`src/rtl/lut_mult_loader.sv`:
```
// lut_mult_loader
//   Generates and writes the two constant-multiplier tables for a runtime
//   constant A using shift/add accumulation (no multiplier):
//     direct LUT (wr_sel=0): addr k = k*A        for k = 0..7
//     OMS LUT    (wr_sel=1): addr k = (2k+1)*A   for k = 0..7, addr 8 = 2*A
//   Every load issues exactly 17 beats over a valid/ready write port.
//
// Ports:
//   clk, rst_n      clock (rising edge), asynchronous active-low reset
//   start           one-cycle load request, accepted only in IDLE
//   a_const         constant A, captured on the accepted start
//   busy            high from the accepted start until the last beat is accepted
//   done            one-cycle pulse after the last beat is accepted
//   wr_valid/ready  write handshake; a beat transfers when both are high
//   wr_sel          0 = direct LUT, 1 = OMS LUT
//   wr_addr         word index within the selected LUT
//   wr_data         word value, zero-extended to D_W bits
//   csum            (LUT_LOADER_CHECKSUM_EN only) mod-2^16 sum of accepted wr_data
//
// Optional feature macro: LUT_LOADER_CHECKSUM_EN adds the csum output.

module lut_mult_loader #(
    parameter int A_W                = 8,
    parameter int D_W                = A_W + 4,
    parameter int PAUSE_ON_READY_LOW = 1
) (
    input  logic           clk,
    input  logic           rst_n,
    input  logic           start,
    input  logic [A_W-1:0] a_const,
    output logic           busy,
    output logic           done,
    output logic           wr_valid,
    input  logic           wr_ready,
    output logic           wr_sel,
    output logic [3:0]     wr_addr,
    output logic [D_W-1:0] wr_data
`ifdef LUT_LOADER_CHECKSUM_EN
    ,
    output logic [15:0]    csum
`endif
);

    // Beats are held until accepted; no other backpressure mode exists.
    if (PAUSE_ON_READY_LOW != 1) begin : g_param_check
        $error("lut_mult_loader: PAUSE_ON_READY_LOW must be 1");
    end

    typedef enum logic [2:0] {
        IDLE,
        DIRECT,
        OMS,
        OMS_LAST,
        DONE
    } state_t;

    state_t         state;
    state_t         state_next;
    logic [A_W-1:0] a_reg;
    logic [D_W-1:0] acc_d;
    logic [D_W-1:0] acc_o;
    logic [3:0]     addr;
    logic [D_W-1:0] a_ext;
    logic [D_W-1:0] two_a;
    logic           accept;

    assign a_ext  = D_W'(a_reg);
    assign two_a  = D_W'({a_reg, 1'b0});
    assign accept = wr_valid && wr_ready;

    // State register
    always_ff @(posedge clk or negedge rst_n) begin
        if (!rst_n) begin
            state <= IDLE;
        end else begin
            state <= state_next;
        end
    end

    // Next state and outputs. All outputs decode from registered state, so
    // they are inherently stable while a beat waits for wr_ready.
    always_comb begin
        state_next = state;
        wr_valid   = 1'b0;
        busy       = 1'b0;
        done       = 1'b0;
        wr_sel     = 1'b0;
        wr_addr    = addr;
        wr_data    = '0;
        case (state)
            IDLE: begin
                if (start) begin
                    state_next = DIRECT;
                end
            end
            DIRECT: begin
                wr_valid = 1'b1;
                busy     = 1'b1;
                wr_data  = acc_d;
                if (accept && addr == 4'd7) begin
                    state_next = OMS;
                end
            end
            OMS: begin
                wr_valid = 1'b1;
                busy     = 1'b1;
                wr_sel   = 1'b1;
                wr_data  = acc_o;
                if (accept && addr == 4'd7) begin
                    state_next = OMS_LAST;
                end
            end
            OMS_LAST: begin
                wr_valid = 1'b1;
                busy     = 1'b1;
                wr_sel   = 1'b1;
                wr_data  = two_a;
                if (accept) begin
                    state_next = DONE;
                end
            end
            DONE: begin
                done       = 1'b1;
                state_next = IDLE;
            end
            default: begin
                state_next = IDLE;
            end
        endcase
    end

    // Constant register, accumulators and word index
    always_ff @(posedge clk or negedge rst_n) begin
        if (!rst_n) begin
            a_reg <= '0;
            acc_d <= '0;
            acc_o <= '0;
            addr  <= '0;
        end else begin
            case (state)
                IDLE: begin
                    if (start) begin
                        a_reg <= a_const;
                        acc_d <= '0;
                        acc_o <= D_W'(a_const);
                        addr  <= '0;
                    end
                end
                DIRECT: begin
                    if (accept) begin
                        acc_d <= acc_d + a_ext;
                        // Wrap to 0 so the OMS table starts at its first word.
                        addr  <= (addr == 4'd7) ? 4'd0 : addr + 4'd1;
                    end
                end
                OMS: begin
                    if (accept) begin
                        // Odd multiples step by 2A; 7 -> 8 lands on the 2A word.
                        acc_o <= acc_o + two_a;
                        addr  <= addr + 4'd1;
                    end
                end
                OMS_LAST: begin
                    if (accept) begin
                        addr <= '0;
                    end
                end
                default: begin
                end
            endcase
        end
    end

`ifdef LUT_LOADER_CHECKSUM_EN
    always_ff @(posedge clk or negedge rst_n) begin
        if (!rst_n) begin
            csum <= '0;
        end else if (state == IDLE && start) begin
            csum <= '0;
        end else if (accept) begin
            csum <= csum + 16'(wr_data);
        end
    end
`endif

endmodule

```
`config.mk`:
```
export PLATFORM = sky130hd
export DESIGN_NAME = lut_mult_loader
export DESIGN_NICKNAME = d
export VERILOG_FILES = /design/src/rtl/lut_mult_loader.sv
export SDC_FILE = /design/constraint.sdc
export NUM_CORES = 1
export LEC_CHECK = 0
export ABC_CLOCK_PERIOD_IN_PS = 1800
export CORE_MARGIN = 1.5
export CORE_UTILIZATION = 51
export CTS_CLUSTER_DIAMETER = 200
export DETAILED_ROUTE_END_ITERATION = 8
export GPL_TIMING_DRIVEN = 0
export PLACE_DENSITY = 0.77
export SLEW_MARGIN = 20
export SYNTH_ARGS = -nofsm -noshare
export SYNTH_HDL_FRONTEND = slang
export SYNTH_SLANG_ARGS = --single-unit
```
`constraint.sdc`:
```
create_clock -name clk -period 1.8 [get_ports clk]
set_input_delay 0.36 -clock clk [delete_from_list [all_inputs] [get_ports clk]]
set_output_delay 0.36 -clock clk [all_outputs]
set_load 0.02 [all_outputs]
```
**Word level (Yosys, flattened, before mapping)**

Index checks and enable logic that the tools add are counted.

- Logic and storage cells: 53
- Register bits: 39
- Output and inout port bits: 20
- Input port bits: 12

- Add/subtract/negate cells: 3
- Equality and inequality tests: 11
- Multiplexer cells: 21
- Reduce and logical (&&, ||, !) cells: 13

Operator list:

| cell | number |
|---|---|
| 12-bit 2-to-1 mux | 4 |
| 12-bit case mux with 2 select lines | 2 |
| 12-bit case mux with 3 select lines | 1 |
| 4-bit 2-to-1 mux | 5 |
| 4-bit case mux with 4 select lines | 1 |
| 12-bit by 8-bit adder with 12-bit output | 1 |
| 12-bit by 9-bit adder with 12-bit output | 1 |
| 3-bit 2-to-1 mux | 4 |
| 2-bit != test, second input constant | 6 |
| 3-bit case mux with 4 select lines | 1 |
| 3-bit by 2-bit == test with 1-bit output, second input constant | 2 |
| 3-bit AND reduction | 2 |
| 5-bit AND reduction | 1 |
| 4-bit by 1-bit adder with 4-bit output, second input constant | 1 |
| 4-bit by 3-bit == test with 1-bit output, second input constant | 1 |
| 4-bit AND reduction | 1 |
| 2-bit nonzero test | 2 |
| 4-bit nonzero test | 1 |
| 3-bit by 1-bit == test with 1-bit output, second input constant | 1 |
| 3-bit == test, second input constant | 1 |
| 3-bit logical NOT | 1 |
| 1-bit 2-to-1 mux | 3 |
| 3-bit OR reduction | 1 |
| 1-bit logical AND | 2 |
| 2 further kinds | 2 |

**Longest topological paths before layout**

- Depth in word-level cells: 7
- Depth in mapped cells: 8
- Depth with buffers taken out: 8

**Worst setup path after synthesis**

No wires, ideal clock.

- Kind: reg2reg
- Start: reg a_reg[0]
- End: reg acc_d[10]
- Setup time: 77 ps
- Path buffers: 0
- Period minus slack after synthesis: 1,925 ps
- Stages on the path, launching flop included: 8
- Data required time: 1,723 ps
- Setup slack: -125 ps
- Arrival time: 1,848 ps
- Path through: dfrtp_1 > ha_1 > fa_1 > a21oi_1 > o21ai_1 > a211oi_1 > o21ai_0 > a21oi_1

- Longest elaborated chain between the ends: 3

Ends and longest elaborated chain:

| what | line | RTL |
|---|---|---|
| start, declared | 59 | `logic [A_W-1:0] a_reg;` |
| start signal, assigned | 143 | `a_reg <= a_const;` |
| 12-bit by 8-bit adder with 12-bit output | 151 | `acc_d <= acc_d + a_ext;` |
| 12-bit 2-to-1 mux | 150 | `if (accept) begin` |
| 12-bit case mux with 2 select lines | 140 | `case (state)` |
| end signal, assigned | 151 |  |
| end, declared | 60 | `logic [D_W-1:0] acc_d;` |

Every way passes these cells. The select of a mux whose other input is x is not followed.
A chain may end at the register's enable or synchronous reset.

**Worst setup path after layout**

- Start: reg state[0]
- End: out wr_data[5]

- Longest elaborated chain between the ends: 2
- Elaborated cells on any way between the ends: 4
- Those cells by class: 3 x eq/ne; 1 x mux

Ends and longest elaborated chain:

| what | line | RTL |
|---|---|---|
| start, declared | 57 | `state_t state;` |
| start signal, assigned | 76 | `state <= state_next;` |
| 3-bit by 2-bit == test with 1-bit output / 3-bit by 1-bit == test with 1-bit output (equally long branches) | 90 | `case (state)` |
| 12-bit case mux with 3 select lines (*) | 90 |  |
| end, declared | 37 | `output logic [D_W-1:0] wr_data` |

Mark *: on every way between the ends. The rest lies on a longest branch, timed or not.

==> summary.md <==
| Metric | Value |
|---|---|
| Cts bufs inserted | `5` |
| Hold WS | `0.410 ns` |
| Grt total ovfl | `0` |
| TNS Setup | `-2.72 ns` |
| Switching pwr | `around 0.0034 W` |
| Share of post-route cells with drive strength above 1 | `39.0%` |
| Hold Crit Endpoint | `state[2]` |
| Yosys top cell area share | `between 30% and 40%` |
| Worst Tran Pin Value | `roughly 0.54 ns` |
| Area contributors post-synth | `dfrtp_1 37%, ha_1 8.0%, nand2_1 6.1%, a22oi_1 4.5%, nor2_1 3.5%` |
| Routed WL | `~8.3 mm` |
| Crit path max fanout | `8` |
| Critical path launch point type | `flop` |
| Commonest cells in the netlist | `43 x nand2_1, 39 x dfrtp_1, 25 x nor2_1, 17 x ha_1, 16 x a22oi_1` |
| Dpl hpwl | `approximately 5.0 mm` |
| First-pass iteration count of the detailed router | `5` |
| Area of the multi-input gates | `between 0.0015 and 0.002 sq mm` |
| Syn Std Cell Area | `about 0.0027 sq mm` |
| Die area | `around 0.0057 sq mm` |
| Kind of critical path | `flop to output port` |
| Worst IR Drop VDD | `approximately 0.0009 V` |
| Clock Sinks | `39` |
| Worst R2R Setup Slack | `-0.13 ns` |
| Number of H-tree levels | `2` |
| Root buffer cell | `clkbuf_8` |
| Via/cell ratio | `6.17` |
| Setup Viol. Count Final | `19` |
| Most frequent cell after synthesis | `nand2_1` |
| Hold Crit Class | `primary input to flop` |
| Layout Nets | `approximately 390` |
| Antenna violations before repair | `0` |
| Worst slew margin | `64.0%` |
| Largest net degree at the start of global routing | `26` |
| Top Ports | `32` |
| CP bufs+invs | `3` |
| Synth unique cells | `55` |
| Power per cell area | `1950 mW/mm^2` |
| Internal Power | `approximately 0.0040 W` |
| CP max-delay cell | `dfrtp_1` |
| Number of synthesized register bits | `39` |
| Reg-to-Reg End | `acc_d[8]` |
| GRT Total Usage | `roughly 27%` |
| Worst Hold Depth | `2` |
| Synth warn | `0` |
| Antenna Nets Post-Route | `0` |
| Largest stage delay, worst path | `between 0.4 and 0.5 ns` |
| DRT iter0 DRCs | `between 150 and 200` |
| LEAKAGE | `1.69 nW` |
| Failing checks | `setup timing` |
| Async SR Flop Fraction | `100%` |
| Synth-to-Final Area Change | `42.2%` |
| Register area share after synthesis | `36.7%` |
| Reg power frac | `between 20% and 30%` |
| PortBufs | `30` |
| Placeable Area | `roughly 0.0051 sq mm` |
| Part of the power in the clock network | `between 8 and 9%` |
| Clock Latency Late Sink | `around 0.29 ns` |
| CP Capture Type | `output port` |
| CTS tree | `yes` |
| DR vias | `between 2000 and 3000` |
| Switching part of the total | `between 40 and 50%` |
| Critical Path RT | `1.44 ns` |
| Final min period | `2.04 ns` |
| Cell Rows | `26` |
| Top FF cell, synth | `dfrtp_1` |
| Critical path, cell by cell | `buf_6 > buf_8 > mux2_4 > a22oi_2 > nor2_1 > buf_4` |
| Tcrit/Tclk final | `114%` |
| Worst EP arrival | `1.68 ns` |
| Setup Skew | `between 0.006 and 0.007 ns` |
| Status | `complete, but fails checks` |
| Max Clock Freq | `roughly 490 MHz` |
| Die Ht | `around 75 um` |
| Yosys top cell by area | `dfrtp_1` |
| Worst setup margin | `-0.244 ns` |
| Worst Reg-to-Reg Cells | `7` |
| Final GP Congestion | `~0.93` |
| FILL cells | `approximately 330` |
| Max Cap Violations | `0` |
| Hold Vio Cnt, Final | `0` |
| Post-Syn Area per Cell | `between 9 and 10 sq um` |
| Starting Density | `roughly 52%` |
| Max Root-Sink Buffers | `2` |
| Clock-pin slew on the worst setup and hold paths | `0.08 ns` |
| FF-to-FF Start | `a_reg[0]` |
| Chip width | `about 75 um` |
| Drt wl/cell | `19.2 um` |
| Syn_nets | `325` |
| Number of global-route vias before repair | `2448` |
| Global-route wire length before repair | `about 12 mm` |
| Post-synth EDFFs | `0` |
| Kind of cell adding the most delay to the critical path | `buffers and inverters` |
| Post-Syn Instances | `294` |
| Hold_sp | `wr_ready` |
| Logic gate share of total power | `approximately two thirds` |
| DRC viols | `0` |
| Unrepaired setup endpoints after global routing | `yes` |
| Register area | `around 1000 sq um` |
| Slew Viols, Final | `0` |
| N_diodes | `0` |
[timing repair]
item | in CTS | in global routing
hold endpoints to repair | 14 | 0
hold buffers | 1 | 0
cloned | 1 | 0
setup buffers | 17 | 8
endpoints found under the setup margin | 28 | 42
gates resized for setup | 128 | 56
pin swaps | 24 | 27
[power by group through the flow]
stage               Clock [W]  Sequential (W)  Combinational (W)
floorplan                   0         0.00156            0.00267
global placement            0         0.00164            0.00352
detailed placement          0         0.00165            0.00364
CTS                  0.000590         0.00168            0.00422
global route         0.000625         0.00185            0.00535
finish               0.000594         0.00181            0.00498
[cell usage in the layout, fill, tap and decap left out, types with 4 or more instances in the layout]
cell             synthesis  routed
nor2_1                  25      21
a21oi_2                  2       6
inv_1                    8       7
a21o_1                   4       4
clkbuf_8                 0       6
nand2_1                 43      42
or3_1                    5       5
dfrtp_2                  0       7
a22oi_1                 16       6
ha_4                     0      12
a21oi_4                  0       4
nand3_1                  5       5
o21ai_0                  7       4
xor2_1                   9       9
nor2_2                   1       4
buf_2                    8       5
clkdlybuf4s50_1          0      13
mux2_4                   0       5
o21ai_1                  7       8
buf_6                    0      10
dfrtp_1                 39      32
a21oi_1                 15       7
buf_4                    3      36
a22o_1                   8       8
a22oi_2                  0      10
[final cells by class]
cell class / instances / share of cell area [%]
Inverter: 10 / 0.993
Sequential cell: 39 / 26.0
Clock buffer: 7 / 2.02
Timing Repair Buffer: 58 / 13.2
Clock inverter: 1 / 0.132
Multi-Input combinational cell: 231 / 52.0
Buffer: 13 / 3.28
Tap cell: 70 / 2.32
[worst reg2reg max path: stages, from the launching register on]
cell      delay [ns]
dfrtp_2         0.47
ha_4            0.19
fa_2            0.39
a21oi_4         0.17
o21ai_2         0.11
a211oi_4        0.27
or3_1           0.15
a21oi_1         0.05
[worst max-delay path by stage]
stage	startpoint	to	slack, ns	cells after the start
floorplan	a_reg[1]	acc_o[8]	0.007	6
global placement	rst_n	wr_addr[0]	-0.62	1
detailed placement	state[1]	wr_data[6]	-0.53	6
CTS	state[0]	wr_data[4]	-0.19	6
global route	state[0]	wr_data[5]	-0.27	6
finish	state[0]	wr_data[5]	-0.24	6
[kinds of logic after synthesis]
family / Yosys count / synth area share (%)
simple gates: 106 / 19.1
compound gates: 84 / 22.5
flops: 39 / 36.7
buf+inv: 24 / 4.19
fa+ha+maj: 19 / 9.51
xor+xnor: 12 / 3.95
mux: 10 / 4.09
[per-layer routing]
metal	vias to the layer above	global-route usage [%]	wire, um	share of wire, %
met5	-	0	0	0
met4	0	10.7	216	2.6
met3	27	5.35	465	5.6
met2	115	44.6	4160	50
met1	1314	36.0	3410	41
li1	1192	-	-	-
[stage by stage]
step                utilization (%)  worst slack [ns]  instance area [sq um]  total power (W)  std cells
global route                   74.5            -0.269                   3780          0.00782        429
detailed placement             60.9            -0.532                   3090          0.00529        395
finish                         74.5            -0.244                   3780          0.00738        429
CTS                            69.1            -0.188                   3510          0.00649        422
global placement               60.6            -0.620                   3070          0.00516        394
floorplan                         -           0.00661                   2690          0.00423        294
Note: power is estimated with default switching activity, not from simulation.
